[src/rtl/fetch_sequencer_if.sv]
// ----------------------------------------------------------------------------
// fetch_sequencer_if
// Bundles the two buses of the fetch stage:
//   - instruction-memory port : imem_addr (to memory), imem_instr (from memory,
//                               registered, one cycle after the address)
//   - decode handshake        : if_instr / if_pc / if_valid (to decode),
//                               stall (from decode, hold request)
// Modports:
//   master : the fetch sequencer side
//   slave  : the memory/decode side (testbench, surrounding datapath)
// ----------------------------------------------------------------------------
interface fetch_sequencer_if #(
    parameter int PC_WIDTH = 16
);
    logic [PC_WIDTH-1:0] imem_addr;
    logic [15:0]         imem_instr;
    logic [15:0]         if_instr;
    logic [PC_WIDTH-1:0] if_pc;
    logic                if_valid;
    logic                stall;

    modport master (
        output imem_addr,
        input  imem_instr,
        output if_instr,
        output if_pc,
        output if_valid,
        input  stall
    );

    modport slave (
        input  imem_addr,
        output imem_instr,
        input  if_instr,
        input  if_pc,
        input  if_valid,
        output stall
    );
endinterface

[src/rtl/fetch_sequencer.sv]
// ----------------------------------------------------------------------------
// fetch_sequencer
// Instruction-fetch controller for the 16-bit CPE142 datapath. Owns the PC,
// drives the registered instruction memory and hands instruction/PC pairs to
// decode with stall hold, redirect flush and a HALT state.
//
// Ports:
//   clk            : system clock, rising edge
//   rst            : asynchronous active-low reset
//   bus (master)   : imem_addr/imem_instr memory port, if_* decode outputs,
//                    stall from decode
//   redirect_valid : taken branch/jump (highest priority, flushes)
//   redirect_pc    : redirect target, bit 0 ignored
//   resume         : leave HALT and continue from the held pc
//   halted         : high while in HALT
//   fetch_count    : delivered-instruction counter, saturating
//                    (present only when FETCH_COUNT_EN is defined)
//
// Optional feature macro: FETCH_COUNT_EN
// ----------------------------------------------------------------------------
module fetch_sequencer #(
    parameter int                  PC_WIDTH    = 16,
    parameter logic [PC_WIDTH-1:0] RESET_PC    = '0,
    parameter logic [3:0]          HALT_OPCODE = 4'hF
) (
    input  logic                clk,
    input  logic                rst,
    fetch_sequencer_if.master   bus,
    input  logic                redirect_valid,
    input  logic [PC_WIDTH-1:0] redirect_pc,
    input  logic                resume,
    output logic                halted
`ifdef FETCH_COUNT_EN
    ,
    output logic [15:0]         fetch_count
`endif
);

    typedef enum logic {
        ST_RUN  = 1'b0,
        ST_HALT = 1'b1
    } state_t;

    state_t              r_state,    w_state_nxt;
    logic [PC_WIDTH-1:0] r_pc,       w_pc_nxt;
    logic                r_pend_v,   w_pend_v_nxt;
    logic [PC_WIDTH-1:0] r_pend_pc,  w_pend_pc_nxt;
    logic [15:0]         r_if_instr, w_if_instr_nxt;
    logic [PC_WIDTH-1:0] r_if_pc,    w_if_pc_nxt;
    logic                r_if_valid, w_if_valid_nxt;
    logic                w_deliver;

    // Instruction addresses are halfword aligned; clearing bit 0 by masking
    // keeps every bit of redirect_pc in use.
    logic [PC_WIDTH-1:0] w_redirect_tgt;
    assign w_redirect_tgt = redirect_pc & ~PC_WIDTH'(1);

    always_comb begin
        w_state_nxt    = r_state;
        w_pc_nxt       = r_pc;
        w_pend_v_nxt   = r_pend_v;
        w_pend_pc_nxt  = r_pend_pc;
        w_if_instr_nxt = r_if_instr;
        w_if_pc_nxt    = r_if_pc;
        w_if_valid_nxt = r_if_valid;
        w_deliver      = 1'b0;

        if (redirect_valid) begin
            // Flush wins over stall, halt and resume.
            w_state_nxt    = ST_RUN;
            w_pc_nxt       = w_redirect_tgt;
            w_pend_v_nxt   = 1'b0;
            w_if_valid_nxt = 1'b0;
        end else begin
            unique case (r_state)
                ST_RUN: begin
                    if (bus.stall) begin
                        // The fetch whose data arrives now is dropped, so
                        // rewind the pc to re-issue it after the stall.
                        w_pc_nxt     = r_pend_v ? r_pend_pc : r_pc;
                        w_pend_v_nxt = 1'b0;
                    end else begin
                        w_if_valid_nxt = r_pend_v;
                        if (r_pend_v) begin
                            w_deliver      = 1'b1;
                            w_if_instr_nxt = bus.imem_instr;
                            w_if_pc_nxt    = r_pend_pc;
                        end
                        if (r_pend_v && bus.imem_instr[15:12] == HALT_OPCODE) begin
                            // Halt word is delivered; the fetch issued behind
                            // it is discarded and pc parks just past it.
                            w_state_nxt  = ST_HALT;
                            w_pc_nxt     = r_pend_pc + PC_WIDTH'(2);
                            w_pend_v_nxt = 1'b0;
                        end else begin
                            w_pend_pc_nxt = r_pc;
                            w_pend_v_nxt  = 1'b1;
                            w_pc_nxt      = r_pc + PC_WIDTH'(2);
                        end
                    end
                end
                ST_HALT: begin
                    // A stalled halt instruction stays visible until decode
                    // takes it.
                    if (!bus.stall) begin
                        w_if_valid_nxt = 1'b0;
                    end
                    if (resume) begin
                        w_state_nxt = ST_RUN;
                    end
                end
                default: begin
                    w_state_nxt = ST_RUN;
                end
            endcase
        end
    end

    always_ff @(posedge clk or negedge rst) begin
        if (!rst) begin
            r_state    <= ST_RUN;
            r_pc       <= RESET_PC;
            r_pend_v   <= 1'b0;
            r_pend_pc  <= '0;
            r_if_instr <= '0;
            r_if_pc    <= '0;
            r_if_valid <= 1'b0;
        end else begin
            r_state    <= w_state_nxt;
            r_pc       <= w_pc_nxt;
            r_pend_v   <= w_pend_v_nxt;
            r_pend_pc  <= w_pend_pc_nxt;
            r_if_instr <= w_if_instr_nxt;
            r_if_pc    <= w_if_pc_nxt;
            r_if_valid <= w_if_valid_nxt;
        end
    end

    assign bus.imem_addr = r_pc;
    assign bus.if_instr  = r_if_instr;
    assign bus.if_pc     = r_if_pc;
    assign bus.if_valid  = r_if_valid;
    assign halted        = (r_state == ST_HALT);

`ifdef FETCH_COUNT_EN
    logic [15:0] r_fetch_count;

    always_ff @(posedge clk or negedge rst) begin
        if (!rst) begin
            r_fetch_count <= '0;
        end else if (w_deliver && r_fetch_count != 16'hFFFF) begin
            r_fetch_count <= r_fetch_count + 16'd1;
        end
    end

    assign fetch_count = r_fetch_count;
`else
    // Delivery strobe only feeds the optional counter.
    logic w_unused;
    assign w_unused = w_deliver;
`endif

endmodule
[src/flat_wrapper.sv]
// flat-port wrapper written by rule: the top's interface ports become plain ports
module fetch_sequencer_flat 
#(
    parameter int                  PC_WIDTH    = 16,
    parameter logic [PC_WIDTH-1:0] RESET_PC    = '0,
    parameter logic [3:0]          HALT_OPCODE = 4'hF
)
  (clk, rst, redirect_valid, redirect_pc, resume, halted, bus_imem_addr, bus_imem_instr, bus_if_instr, bus_if_pc, bus_if_valid, bus_stall);
  fetch_sequencer_if #(.PC_WIDTH(PC_WIDTH)) bus_i ();
  input  logic clk;
  input  logic rst;
  input  logic redirect_valid;
  input  logic [PC_WIDTH-1:0] redirect_pc;
  input  logic resume;
  output logic halted;
  output wire logic [$bits(bus_i.imem_addr)-1:0] bus_imem_addr;
  input wire logic [$bits(bus_i.imem_instr)-1:0] bus_imem_instr;
  output wire logic [$bits(bus_i.if_instr)-1:0] bus_if_instr;
  output wire logic [$bits(bus_i.if_pc)-1:0] bus_if_pc;
  output wire logic [$bits(bus_i.if_valid)-1:0] bus_if_valid;
  input wire logic [$bits(bus_i.stall)-1:0] bus_stall;
  assign bus_imem_addr = bus_i.imem_addr;
  assign bus_i.imem_instr = bus_imem_instr;
  assign bus_if_instr = bus_i.if_instr;
  assign bus_if_pc = bus_i.if_pc;
  assign bus_if_valid = bus_i.if_valid;
  assign bus_i.stall = bus_stall;
  fetch_sequencer #(.PC_WIDTH(PC_WIDTH), .RESET_PC(RESET_PC), .HALT_OPCODE(HALT_OPCODE)) u_core (.clk(clk), .rst(rst), .bus(bus_i), .redirect_valid(redirect_valid), .redirect_pc(redirect_pc), .resume(resume), .halted(halted));
endmodule
[config.mk]
export PLATFORM = sky130hd
export DESIGN_NAME = fetch_sequencer_flat
export DESIGN_NICKNAME = d
export VERILOG_FILES = /design/src/rtl/fetch_sequencer_if.sv /design/src/rtl/fetch_sequencer.sv /design/src/flat_wrapper.sv
export SDC_FILE = /design/constraint.sdc
export NUM_CORES = 1
export LEC_CHECK = 0
export ABC_CLOCK_PERIOD_IN_PS = 7140
export CORE_UTILIZATION = 45
export DETAILED_ROUTE_END_ITERATION = 16
export PLACE_DENSITY = 0.74
export SLEW_MARGIN = 20
export SYNTH_ARGS = -nofsm -noshare
export SYNTH_HDL_FRONTEND = slang
export SYNTH_SLANG_ARGS = --single-unit
[constraint.sdc]
create_clock -name clk -period 7.14 [get_ports clk]
set_input_delay 1.428 -clock clk [delete_from_list [all_inputs] [get_ports clk]]
set_output_delay 1.428 -clock clk [all_outputs]
set_load 0.01 [all_outputs]
---- Word-level counts from Yosys, hierarchy flattened ----
Cells that the tools add are included.
storage, ports and cells
  flip-flop bits (word level) ............. 67
  latch bits .............................. 0
  RAM bits ................................ 0
  ROM bits ................................ 0
  input port bits ......................... 37
  output and inout bits ................... 50
  word-level logic and storage cells ...... 41
  memories kept ........................... 0
cells by class
  add/sub/neg operators ................... 2
  $mul .................................... 0
  divide/modulo/power cells ............... 0
  order comparisons ....................... 0
  eq/ne operators ......................... 5
  shift-type cells ........................ 0
  multiplexer cells ....................... 18
  bitwise logic cells ..................... 4
  reduce and logical (&&, ||, !) cells .... 5
operators with widths
  operator                 count
  $mux W16                 5
  $add A16 B2 Y16 const B  2
  $mux W1                  11
  $reduce_and A4 Y1        2
  $ne A3 B3 Y1 const B     2
  $eq A4 B4 Y1 const B     1
  $not A1 Y1               4
  $pmux W1 S2              2
  $reduce_and A2 Y1        2
  $ne A3 B2 Y1 const B     1
  $ne A2 B2 Y1 const B     1
  $logic_and A1 B1 Y1      1

---- Longest topological paths before layout ----
Gate-level depths: netlist (run 1).
  depth after elaboration ................. 6
  mapped depth ............................ 13
  mapped depth without buffers ............ 10

---- Worst setup path before layout (run 1) ----
Ideal clock, no wire load.
  kind .................................... input -> register
  start ................................... input port bus_imem_instr[14]
  end ..................................... register u_core.r_pc[13], in the netlist u_core.bus.imem_addr[13]
  setup time .............................. 0.120 ns
  arrival ................................. 3.803 ns
  required time ........................... 7.020 ns
  path slack .............................. 3.218 ns
  cell stages on the path ................. 11
  buffers on the path ..................... 3
  path through ............................ and4_4 > buf_4 > nand2_1 > buf_2 > mux2_2 > ha_1 > clkbuf_1 > nand4_1 > o32a_2 > or4_1 > and3_1
on the way
  word-level cells in the longest chain between the ends .. 6
RTL lines
  what                  RTL line                source
  from (decl)           flat_wrapper.sv:17      input wire logic [$bits(bus_i.imem_instr)-1:0] bus_imem_instr;
  $eq A4 B4 Y1          fetch_sequencer.sv:89   if (r_pend_v && bus.imem_instr[15:12] == HALT_OPCODE) begin
  $logic_and A1 B1 Y1   fetch_sequencer.sv:89
  $mux W16              fetch_sequencer.sv:89
  $mux W16              fetch_sequencer.sv:77   if (bus.stall) begin
  $mux W16              fetch_sequencer.sv:75   unique case (r_state)
  $mux W16              fetch_sequencer.sv:68   if (redirect_valid) begin
  to (signal assigned)  fetch_sequencer.sv:130  r_pc <= w_pc_nxt;
  to (decl)             fetch_sequencer.sv:45   logic [PC_WIDTH-1:0] r_pc, w_pc_nxt;
No other way between the ends. The select of a mux whose other input is x is not followed.
A chain may end at the register's enable or synchronous reset.

---- Final worst setup path (run 1) ----
Ends and elaborated chain as after synthesis.

==> metrics.sh, run 1 <==
PLACE.DETAILED.HPWL_UM=5579
RUN_STATUS='finished, final reports clean'
TIMING.MAX_CAP.VIOLATIONS=0
SYNTH-EDFF-COUNT=0
NUM_VIAS=2936
TIMING.REG2REG.SETUP_SLACK_PS=3850
DRC_ERRORS=0
SYNTH_TOP_AREA_FRAC=0.4781
WORST_SETUP_PATH_START_KIND='input pin'
MAX_CLOCK_FREQ_MHz=226.7
IR_DROP_mV=0.1506
FIRST_GLOBAL_VIAS=2930
LEAKAGE_nW=1.915
DIE-HEIGHT_UM=90.28
STARTING_DENSITY=0.4734
WORST-ENDPOINT-REQUIRED_PS=7380
WORSTSETUPPATHDEPTH=9
DESIGN.PORTCOUNT=87
FINAL_CELLS=505
GRT.TOTAL_USAGE=0.2250
HOLD_PATH_CLASS='flip-flop to flip-flop'
NETLIST_INSTANCES=325
IO_BUFFER_COUNT=85
FINAL-SETUP-VIOL-COUNT=0
LAYOUT-DRIVE-GT1-SHARE=0.1995
HOLD_VIOL=0
SYNTH_ASYNC_SR_FLOP_SHARE=1.000
CP_SLOWEST_CELL='sky130_fd_sc_hd__clkdlybuf4s50_1'
UNREPAIRED_SETUP_ENDPOINTS_AFTER_GLOBAL_ROUTING='false'
POST_DRT_WL_PER_CELL_UM=16.91
GRT_PASS1_WL_UM=14590
TIMING.SETUP.TNS_PS=0
YS_TOP_CELLS_BY_AREA='sky130_fd_sc_hd__dfrtp_1 (48%), sky130_fd_sc_hd__mux2_2 (16%), sky130_fd_sc_hd__a21oi_1 (3.0%)'
SYNTH.CELL_AREA_SQ_MM=0.003507
POSTCTSSETUPBUFFERS=0
YOSYSWARNINGS=0
DESIGN.CORE.AREA_SQ_MM=0.007408
ANTENNA_VIOLATING_NETS_POST_ROUTE=0
VIA_PER_INST=5.814
GRT_ANTENNA_BEFORE_REPAIR=0
CRIT_PATH_END='u_core.bus.imem_addr[13]'
FINAL_NETS=439
SYNTH-SEQ-AREA-SHARE=0.4781
SYNTH_TOP_CELLS_BY_COUNT='sky130_fd_sc_hd__dfrtp_1 (67), sky130_fd_sc_hd__mux2_2 (49), sky130_fd_sc_hd__nand2_1 (28)'
POSTSYNTHAREAPERCELL_SQ_UM=10.79
CTS-ROOT-TO-SINK-BUFFERS=2
LAYOUT_MIN_CYCLE_TIME_PS=4411
CTS-RESIZED-GATES=0
DRT_ITER0_DRC=216
POSTLAYOUTCOREUTIL=0.6217
WORSTSETUPENDPOINTTYPE='flip-flop'
SETUP.WORST_PATH.START='bus_imem_instr[14]'
POSTCTSHOLDBUFS=0
CP_MAX_FO=13
H-TREE-DEPTH=3
TRANSITION_TIME_AT_THE_PIN_WITH_THE_LEAST_SLEW_MARGIN_PS=1084
DESTINATION_OF_THE_WORST_REGISTER_TO_REGISTER_TIMING_PATH='u_core.bus.imem_addr[13]'
CLOCKROOTBUFFER='sky130_fd_sc_hd__clkbuf_8'
TIMING.SLEW.HEADROOM=0.2775
TOP_DELAY_FAMILY_ON_CRIT_PATH='simple AND/OR/NAND/NOR gates'
SYN_NETS=363
WORSTPATHARRIVAL_PS=4650
WORST-SETUP-PATH-TYPE='input pin to flip-flop'
SLOWEST_DELAY_PS=480
TIMING.CRITICAL_PATH.BUF_INV=1
DIEAREA_SQ_MM=0.008150
FIRST_PASS_ITERS=4
MIN_PERIOD_OVER_PERIOD=0.6178
TRITONCTS.NUM_BUFFERS=9
R2R_CELLS=7
WORST_SKEW_PAIR.LATE_LATENCY_PS=360
FINALWEIGHTEDCONGESTION=0.8164
CHAIN_OF_CELLS_FORMING_THE_CRITICAL_PATH='clkdlybuf4s50_1 -> and4_4 -> nand2_1 -> mux2_2 -> ha_1 -> nand4_1 -> o32a_2 -> or4_1 -> and3_1'
NETLIST-CELL-TYPE-COUNT=55
TIMING.FINAL.MAX_SLEW_VIOLATIONS=0
WORSTREG2REGSTART='u_core.r_pend_v'
YS_FF_LATCH=67
PWR_DENSITY_mW_PER_MM2=261.7
WORST_CLOCK_SKEW_PS=13.74
REGISTER_CLOCK_PIN_SLEW_ON_THE_REPORTED_WORST_SETUP_AND_HOLD_PATHS_PS=70
SYNTH_LARGEST_AREA_CELL='sky130_fd_sc_hd__dfrtp_1'
FLOW.AREA_GROWTH_FROM_SYNTHESIS_PCT=31.32
DOMINANTREGCELLSYNTH='sky130_fd_sc_hd__dfrtp_1'
CLOCK_SINKS=67
GRT_MAX_DEGREE=68
DRT-TOTAL-WL_UM=8541
YOSYSMOSTFREQUENTCELL='sky130_fd_sc_hd__dfrtp_1'
ANTENNA_CELLS_INSERTED=0
CHIPWIDTH_UM=90.28
CLOCK_TREE_FROM_TRITONCTS='yes'
POST-PLACE-CELLS=489
PLACEMENTROWS=31
GRT_OVERFLOW=0
[cells by family after synthesis]
logic type                 Yosys count  share of synthesized area
and+or+nand+nor                     92                     0.1456
DFF                                 67                     0.4781
AOI/OAI and AO/OA                   66                     0.1242
muxes                               59                     0.1859
buffers and inverters               31                    0.04031
xor gates and xnor gates             9                    0.02247
adders and majority gates            1                   0.003567
[flip-flops by register name (all words and copies together), names as in the netlist]
register              cells
u_core.bus.if_valid       1
u_core.bus.imem_addr     16
u_core.bus.if_pc         16
u_core.halted             1
u_core.bus.if_instr      16
u_core.r_pend_v           1
u_core.r_pend_pc         16
[cell usage in the layout, fill, tap and decap left out, types with 2 or more instances in the layout]
cell and count:
sky130_fd_sc_hd__a211oi_1 2, sky130_fd_sc_hd__a21oi_1 21, sky130_fd_sc_hd__a2bb2oi_1 2, sky130_fd_sc_hd__a31o_2 2, sky130_fd_sc_hd__a31oi_1 2, sky130_fd_sc_hd__and2_1 2, sky130_fd_sc_hd__and3_1 8, sky130_fd_sc_hd__and4_1 2
sky130_fd_sc_hd__buf_4 4, sky130_fd_sc_hd__clkbuf_8 11, sky130_fd_sc_hd__clkdlybuf4s50_1 84, sky130_fd_sc_hd__dfrtp_1 67, sky130_fd_sc_hd__inv_1 7, sky130_fd_sc_hd__mux2_2 49, sky130_fd_sc_hd__mux2i_1 10, sky130_fd_sc_hd__nand2_1 28
sky130_fd_sc_hd__nand2b_1 4, sky130_fd_sc_hd__nand3_1 11, sky130_fd_sc_hd__nand4_1 6, sky130_fd_sc_hd__nor2_1 7, sky130_fd_sc_hd__nor2_2 2, sky130_fd_sc_hd__nor3_1 2, sky130_fd_sc_hd__o2111ai_1 2, sky130_fd_sc_hd__o21ai_0 13
sky130_fd_sc_hd__o221ai_1 8, sky130_fd_sc_hd__o22ai_1 3, sky130_fd_sc_hd__or2_1 2, sky130_fd_sc_hd__or3_1 3, sky130_fd_sc_hd__or4_1 3, sky130_fd_sc_hd__or4b_1 2, sky130_fd_sc_hd__or4b_2 3, sky130_fd_sc_hd__xnor2_1 4
sky130_fd_sc_hd__xor2_1 5
[worst min-delay path by stage]
stage / startpoint / to / depth (start not counted)
global route: u_core.bus.if_pc[2] / u_core.bus.if_pc[2] / 1
floorplan: u_core.r_pend_pc[0] / u_core.r_pend_pc[0] / 1
CTS: u_core.bus.if_pc[8] / u_core.bus.if_pc[8] / 1
global placement: u_core.bus.if_instr[11] / u_core.bus.if_instr[11] / 1
detailed placement: u_core.bus.if_instr[12] / u_core.bus.if_instr[12] / 1
finish: u_core.bus.if_pc[8] / u_core.bus.if_pc[8] / 1
[power breakdown]
group	internal, mW	switching, mW	total, mW	leakage [nW]
logic	0.207	0.127	0.334	0.989
registers	0.460	0.0769	0.537	0.820
clock network	0.181	0.153	0.334	0.106
[routing by layer]
layer,track usage,vias up,wire length (um),part of all wire
met5,0,-,0,0
met4,0.1142,0,142,0.017
met3,0.05976,15,789,0.092
met2,0.3378,131,3914,0.46
met1,0.3002,1436,3695,0.43
li1,-,1354,-,-
[through the flow]
stage / setup WS (ps) / hold slack [ps] / area [sq um] / power [mW]
floorplan: 3218 / 496.9 / 3507 / 0.6885
global placement: 2449 / 488.8 / 4394 / 0.8671
detailed placement: 2421 / 495.3 / 4394 / 0.8778
CTS: 2783 / 512.9 / 4606 / 1.214
global route: 2571 / 527.4 / 4606 / 1.266
finish: 2729 / 506.6 / 4606 / 1.205
[area by class of cell]
cell class / instances / area (sq um)
multi-input cells: 227 / 1692
clock buffers: 11 / 151.4
repair buffers: 89 / 875.8
inverters: 7 / 26.28
fillers: 611 / 2803
clock inverters: 5 / 60.06
well taps: 99 / 123.9
flip-flops and latches: 67 / 1677
Power figures use the tool's default switching activity.
==> inputs of run 2 (changes only) <==
- ABC_CLOCK_PERIOD_IN_PS: 7140 -> 4200
- clock period: 7.14 -> 4.2 ns (I/O delays scaled with it)
==> run 2 against run 1 <==
  * Global-route usage shrank 0.12 points
  * Register-to-register slack got worse by 2400 ps
  * First-iteration DRC count is 3.7% lower
  * Sequential share of layout area decreased by 0.32 points
  * Clock power grew 82%
  * Worst setup slack got worse by 1900 ps
  * Cell count up 0.40%
  * Sequential power is 69% higher
  * Critical path type unchanged
  * Highest routed layer unchanged
==> metrics.sh, run 2 (synthesis results as in run 1) <==
TIMING.FINAL.MAX_SLEW_VIOLATIONS=0  # unchanged
FIRST_GLOBAL_VIAS=2993  # was 2930
GRT_OVERFLOW=0  # unchanged
WORST_SETUP_PATH_START_KIND='input pin'  # unchanged
GRT_PASS1_WL_UM=14510  # was 14590 um
CHAIN_OF_CELLS_FORMING_THE_CRITICAL_PATH='clkdlybuf4s50_1 -> and4_4 -> and2_4 -> nand2_1 -> nand2_1 -> ha_1 -> nand4_1 -> o32a_2 -> or4_1 -> and3_1'  # was clkdlybuf4s50_1 -> and4_4 -> nand2_1 -> mux2_2 -> ha_1 -> nand4_1 -> o32a_2 -> or4_1 -> and3_1
ANTENNA_VIOLATING_NETS_POST_ROUTE=0  # unchanged
RUN_STATUS='finished, final reports clean'  # unchanged
FIRST_PASS_ITERS=4  # unchanged
TIMING.SETUP.TNS_PS=0  # unchanged
CPMOSTUSEDCELL='sky130_fd_sc_hd__nand2_1'
DESTINATION_OF_THE_WORST_REGISTER_TO_REGISTER_TIMING_PATH='u_core.bus.imem_addr[13]'  # unchanged
TOP_DELAY_FAMILY_ON_CRIT_PATH='simple AND/OR/NAND/NOR gates'  # unchanged
TIMING.MAX_CAP.VIOLATIONS=0  # unchanged
P_SEQ_FRAC=0.436  # was 0.445
DRT-TOTAL-WL_UM=8437  # was 8541 um
LEAKAGE_nW=1.927  # was 1.915 nW
VIA_PER_INST=5.781  # was 5.814
HOLD_VIOL=0  # unchanged
WORSTSETUPENDPOINTTYPE='flip-flop'  # unchanged
SLOWEST_DELAY_PS=490  # was 480 ps
POWER.SWITCHING_FRACTION=0.2945  # was 0.2961
WORST-ENDPOINT-REQUIRED_PS=4440  # was 7380 ps
SEQUENTIAL_CELL_AREA_SQ_MM=0.001677  # unchanged
CLOCKROOTBUFFER='sky130_fd_sc_hd__clkbuf_8'  # unchanged
WORSTSETUPPATHDEPTH=10  # was 9
UNREPAIRED_SETUP_ENDPOINTS_AFTER_GLOBAL_ROUTING='false'  # unchanged
DRT_ITER0_DRC=208  # was 216
GRT_MAX_DEGREE=46  # was 68
FINAL_NETS=441  # was 439
IO_BUFFER_COUNT=85  # unchanged
PLACEMENTROWS=31  # unchanged
PWR_DENSITY_mW_PER_MM2=449.3  # was 261.7 mW/mm^2
FINALWEIGHTEDCONGESTION=0.8371  # was 0.8164
CP_SLOWEST_CELL='sky130_fd_sc_hd__clkdlybuf4s50_1'  # unchanged
CTS-ROOT-TO-SINK-BUFFERS=2  # unchanged
POSTCTSSETUPBUFFERS=0  # unchanged
MOST_COMMON_CELL_AFTER_LAYOUT_FILL_AND_TAPS_ASIDE='sky130_fd_sc_hd__clkdlybuf4s50_1'  # unchanged
DESIGN.CORE.AREA_SQ_MM=0.007408  # unchanged
MAX_CLOCK_FREQ_MHz=295.2
CP_MAX_FO=16  # was 13
POST_DRT_WL_PER_CELL_UM=16.64  # was 16.91 um
SETUP.WORST_PATH.START='bus_imem_instr[15]'  # was bus_imem_instr[14]
WORST-SETUP-PATH-TYPE='input pin to flip-flop'  # unchanged
PLACE_AREA_SQ_MM=0.004422  # was 0.004394 sq mm
P_CLK_FRAC=0.292  # was 0.277
ANTENNA_CELLS_INSERTED=0  # unchanged
IR_DROP_mV=0.2723  # was 0.1506 mV
FINAL-SETUP-VIOL-COUNT=0  # unchanged
H-TREE-DEPTH=3  # unchanged
NUM_VIAS=2931  # was 2936
DIE-HEIGHT_UM=90.28  # unchanged
STARTING_DENSITY=0.4734  # unchanged
TIMING.CRITICAL_PATH.BUF_INV=1  # unchanged
REGISTER_CLOCK_PIN_SLEW_ON_THE_REPORTED_WORST_SETUP_AND_HOLD_PATHS_PS=80  # was 70 ps
PLACE.DETAILED.HPWL_UM=5750  # was 5579 um
GRT_ANTENNA_BEFORE_REPAIR=0  # unchanged
HOLD_PATH_CLASS='input pin to asynchronous set/reset pin'  # was flip-flop to flip-flop
LAYOUT.CELLS.MOST_COMMON_LIST='sky130_fd_sc_hd__clkdlybuf4s50_1 (84), sky130_fd_sc_hd__dfrtp_1 (67), sky130_fd_sc_hd__mux2_2 (49)'  # unchanged
TRITONCTS.NUM_BUFFERS=9  # unchanged
CLOCK_SINKS=67  # unchanged
INTERNAL_POWER_mW=1.473  # was 848.4 uW
CTS-RESIZED-GATES=0  # unchanged
GRT.TOTAL_USAGE=0.2238  # was 0.2250
SWITCHINGPOWER_uW=614.9  # was 356.9 uW
MULTI_INPUT_COMB_AREA_SQ_MM=0.001692  # unchanged
DIEAREA_SQ_MM=0.008150  # unchanged
R2R_CELLS=8  # was 7
DRC_ERRORS=0  # unchanged
COMB_POWER_SHARE=0.272  # was 0.277
DESIGN.PORTCOUNT=87  # unchanged
WORSTPATHARRIVAL_PS=3630  # was 4650 ps
CHIPWIDTH_UM=90.28  # unchanged
TIMING.REG2REG.SETUP_SLACK_PS=1410  # was 3850 ps
LAYOUT-DRIVE-GT1-SHARE=0.2034  # was 0.1995
TRANSITION_TIME_AT_THE_PIN_WITH_THE_LEAST_SLEW_MARGIN_PS=1043  # was 1084 ps
FILLCELLCOUNT=634  # was 611
WORSTREG2REGSTART='u_core.r_pend_v'  # unchanged
MIN_PERIOD_OVER_PERIOD=0.8066
CRIT_PATH_END='u_core.bus.imem_addr[13]'  # unchanged
TIMING.SLEW.HEADROOM=0.3045  # was 0.2775
LAYOUT_MIN_CYCLE_TIME_PS=3388
CLOCK_TREE_FROM_TRITONCTS='yes'  # unchanged
WORST_SKEW_PAIR.LATE_LATENCY_PS=350  # was 360 ps
POSTCTSHOLDBUFS=0  # unchanged
FINISH.INSTANCE_AREA_SQ_MM=0.004647  # was 0.004606 sq mm
WORST_CLOCK_SKEW_PS=9.835  # was 13.74 ps
FLOW.AREA_GROWTH_FROM_SYNTHESIS_PCT=32.50  # was 31.32%
## run 2: cell types whose count changed in the layout (fill, tap and decap cells not counted), sizes merged
| cell | change |
|---|---|
| buf | +2 |
| clkinvlp | +1 |
| bufinv | +1 |
| clkbuf | -2 |
## run 2: through the flow
step	hold slack, ps	utilization	setup WS, ps	power (mW)	instances
final	454.4	0.6273	812.3	2.088	507
after global placement	488.5	0.5969	503.3	1.478	491
after global routing	496.5	0.6273	640.0	2.198	507
after detailed placement	494.2	0.5969	449.8	1.495	491
after CTS	463.4	0.6273	830.5	2.106	507
after floorplan	496.9	-	865.8	1.171	325
## run 2: worst min-delay path by stage
stage / start / to / slack, ps
after floorplan: u_core.r_pend_pc[0] / u_core.r_pend_pc[0] / 500
after global placement: u_core.bus.if_pc[1] / u_core.bus.if_pc[1] / 490
after detailed placement: u_core.bus.if_instr[2] / u_core.bus.if_instr[2] / 490
after CTS: rst / u_core.bus.if_pc[1] / 460
after global routing: rst / u_core.bus.if_pc[1] / 500
final: rst / u_core.bus.if_pc[1] / 450
## run 2: power by group through the flow
| stage | Clock [mW] | Sequential [mW] | Combinational (mW) |
|---|---|---|---|
| 4_1_cts | 0.620 | 0.910 | 0.576 |
| 3_5_place_dp | 0 | 0.922 | 0.573 |
| 3_3_place_gp | 0 | 0.916 | 0.562 |
| 2_1_floorplan | 0 | 0.936 | 0.234 |
| 6_report | 0.609 | 0.910 | 0.569 |
| 5_1_grt | 0.647 | 0.938 | 0.613 |
## run 2: layer usage
layer  share of wire  GRT usage
met1            0.44     0.2928
met2            0.46     0.3480
met3           0.071    0.06145
met4           0.024    0.09946
met5               0          0
## run 2: area by class of cell
type,count,share of cell area
Multi-Input combinational cell,227,0.3640
Sequential cell,67,0.3608
Timing Repair Buffer,91,0.1944
Clock buffer,9,0.02666
Clock inverter,7,0.02181
Inverter,7,0.005654
Tap cell,99,0.02666
==> inputs of run 3 (changes only) <==
- ABC_CLOCK_PERIOD_IN_PS: 4200 -> 2950
- PLACE_DENSITY: 0.74 -> 0.77
- clock period: 4.2 -> 2.95 ns (I/O delays scaled with it)
==> run 3 against run 2 <==
  * Final area rose by 1.5%
  * Clock power rose by 6.9%
  * Non-clock buffer count rose by 15
  * Global-route usage rose by 0.56 points
  * Cell count rose by 2.8%
  * Critical path type unchanged
==> metrics.sh, run 3 (synthesis results as in run 1) <==
RUN_STATUS='finished, final reports clean'  # unchanged
WORST-SETUP-PATH-TYPE='input pin to flip-flop'  # unchanged
GRT_OVERFLOW=0  # unchanged
LAYOUT_MIN_CYCLE_TIME_PS=2676
GRT_MAX_DEGREE=36  # was 46
DRC_ERRORS=0  # unchanged
TRITONCTS.NUM_BUFFERS=9  # unchanged
TIMING.SETUP.TNS_PS=0  # unchanged
CP_MAX_FO=4  # was 16
DRT_ITER0_DRC=129  # was 208
NUM_VIAS=2965  # was 2931
GRT_PASS1_WL_UM=14840  # was 14510 um
CHAIN_OF_CELLS_FORMING_THE_CRITICAL_PATH='clkdlybuf4s50_1 -> and4_4 -> nand2_2 -> mux2_2 -> ha_1 -> nand4_1 -> o32a_2 -> or4_1 -> and3_1'  # was clkdlybuf4s50_1 -> and4_4 -> and2_4 -> nand2_1 -> nand2_1 -> ha_1 -> nand4_1 -> o32a_2 -> or4_1 -> and3_1
CTS-ROOT-TO-SINK-BUFFERS=2  # unchanged
CLOCK_TREE_FROM_TRITONCTS='yes'  # unchanged
LEAKAGE_nW=1.986  # was 1.927 nW
WORST-ENDPOINT-REQUIRED_PS=3180  # was 4440 ps
HOLD_PATH_CLASS='input pin to asynchronous set/reset pin'  # unchanged
POSTCTSSETUPBUFFERS=0  # unchanged
WORSTSETUPENDPOINTTYPE='flip-flop'  # unchanged
POSTLAYOUTCOREUTIL=0.6364  # was 0.6273
DRT-TOTAL-WL_UM=8863  # was 8437 um
CTS-RESIZED-GATES=0  # unchanged
FIRST_GLOBAL_VIAS=3041  # was 2993
PLACEMENTROWS=31  # unchanged
FINAL_NETS=456  # was 441
ANTENNA_VIOLATING_NETS_POST_ROUTE=0  # unchanged
SLOWEST_DELAY_PS=470  # was 490 ps
FINAL-SETUP-VIOL-COUNT=0  # unchanged
IO_BUFFER_COUNT=85  # unchanged
LAYOUT-DRIVE-GT1-SHARE=0.2275  # was 0.2034
FIRST_PASS_ITERS=5  # was 4
LAYOUT.CELLS.MOST_COMMON_LIST='sky130_fd_sc_hd__clkdlybuf4s50_1 (84), sky130_fd_sc_hd__dfrtp_1 (67), sky130_fd_sc_hd__mux2_2 (49)'  # unchanged
WORST_SETUP_PATH_START_KIND='input pin'  # unchanged
GRT.TOTAL_USAGE=0.2295  # was 0.2238
WORST_SKEW_PAIR.LATE_LATENCY_PS=330  # was 350 ps
PLACE.DETAILED.HPWL_UM=6344  # was 5750 um
H-TREE-DEPTH=3  # unchanged
POSTCTSHOLDBUFS=0  # unchanged
TIMING.MAX_CAP.VIOLATIONS=0  # unchanged
MAX_CLOCK_FREQ_MHz=373.7
DESIGN.PORTCOUNT=87  # unchanged
REGISTER_CLOCK_PIN_SLEW_ON_THE_REPORTED_WORST_SETUP_AND_HOLD_PATHS_PS=70  # was 80 ps
DIE-HEIGHT_UM=90.28  # unchanged
FINALWEIGHTEDCONGESTION=0.8703  # was 0.8371
PWR_DENSITY_mW_PER_MM2=589.5  # was 449.3 mW/mm^2
MIN_PERIOD_OVER_PERIOD=0.9072
FLOW.AREA_GROWTH_FROM_SYNTHESIS_PCT=34.43  # was 32.50%
ANTENNA_CELLS_INSERTED=0  # unchanged
WORSTPATHARRIVAL_PS=2900  # was 3630 ps
WORST_CLOCK_SKEW_PS=4.119  # was 9.835 ps
CP_SLOWEST_CELL='sky130_fd_sc_hd__clkdlybuf4s50_1'  # unchanged
TRANSITION_TIME_AT_THE_PIN_WITH_THE_LEAST_SLEW_MARGIN_PS=759.6  # was 1043 ps
TIMING.SLEW.HEADROOM=0.4936  # was 0.3045
HOLD_VIOL=0  # unchanged
MOST_COMMON_CELL_AFTER_LAYOUT_FILL_AND_TAPS_ASIDE='sky130_fd_sc_hd__clkdlybuf4s50_1'  # unchanged
CHIPWIDTH_UM=90.28  # unchanged
DIEAREA_SQ_MM=0.008150  # unchanged
VIA_PER_INST=5.691  # was 5.781
DESIGN.CORE.AREA_SQ_MM=0.007408  # unchanged
GRT_ANTENNA_BEFORE_REPAIR=0  # unchanged
CLOCKROOTBUFFER='sky130_fd_sc_hd__clkbuf_8'  # unchanged
POST_DRT_WL_PER_CELL_UM=17.01  # was 16.64 um
CLOCK_SINKS=67  # unchanged
IR_DROP_mV=0.3641  # was 0.2723 mV
STARTING_DENSITY=0.4734  # unchanged
UNREPAIRED_SETUP_ENDPOINTS_AFTER_GLOBAL_ROUTING='false'  # unchanged
TIMING.FINAL.MAX_SLEW_VIOLATIONS=0  # unchanged
-- run 3: cell types whose count changed in the layout (fill, tap and decap cells not counted), moves of 2 or more --
cell	delta
sky130_fd_sc_hd__buf_4	+14
sky130_fd_sc_hd__clkinv_2	+3
sky130_fd_sc_hd__bufinv_16	-2
sky130_fd_sc_hd__clkbuf_1	+2
sky130_fd_sc_hd__clkinv_4	-2
sky130_fd_sc_hd__clkinvlp_4	-2
-- run 3: final cells by class --
| class | instances | area, sq um |
|---|---|---|
| Clock buffer | 12 | 145.1 |
| Clock inverter | 3 | 15.01 |
| Fill cell | 635 | 2694 |
| Inverter | 7 | 26.28 |
| Multi-Input combinational cell | 227 | 1699 |
| Sequential cell | 67 | 1677 |
| Tap cell | 99 | 123.9 |
| Timing Repair Buffer | 106 | 1028 |
-- run 3: critical path, delay by kind of cell --
kind	cells	cell delay, ps
AOI/OAI and AO/OA	1	380
buffers and inverters	1	470
muxes	1	250
and+or+nand+nor	5	1050
adders and majority gates	1	170
-- run 3: layer usage --
layer,vias to the layer above,part of all wire,GRT usage
met2,123,0.50,0.3696
met1,1449,0.42,0.2989
met5,-,0,0
met4,0,0.0079,0.07661
li1,1385,-,-
met3,8,0.071,0.06313
-- run 3: worst paths after layout --
path / from / endpoint / slack (ps) / depth (start not counted)
worst max-delay path: bus_imem_instr[14] / u_core.bus.imem_addr[13] / 270 / 9
worst min-delay path: rst / u_core.r_pend_pc[4] / 320 / 1
worst max register to register: u_core.r_pend_v / u_core.bus.imem_addr[13] / 750 / 7
worst min register to register: u_core.bus.if_pc[6] / u_core.bus.if_pc[6] / 510 / 1
max in group asynchronous: rst / u_core.bus.if_instr[6] / 1970 / 2
min in group clk: u_core.bus.if_pc[6] / u_core.bus.if_pc[6] / 510 / 1
-- run 3: power breakdown --
group | switching [mW] | internal, mW
sequential | 0.186 | 1.11
clock | 0.331 | 0.320
combinational | 0.314 | 0.514
total | 0.831 | 1.95
-- run 3: through the flow --
step                cell area, sq um  hold WS (ps)  instances  total power, mW  worst slack, ps
detailed placement              4554         494.7        506            2.149           -77.47
global route                    4715         371.8        521            2.932            179.1
finish                          4715         322.7        521            2.779            273.7
CTS                             4715         347.9        521            2.801            288.3
global placement                4554         488.2        506            2.117           -29.91
floorplan                       3513         294.4        325            1.667            14.80
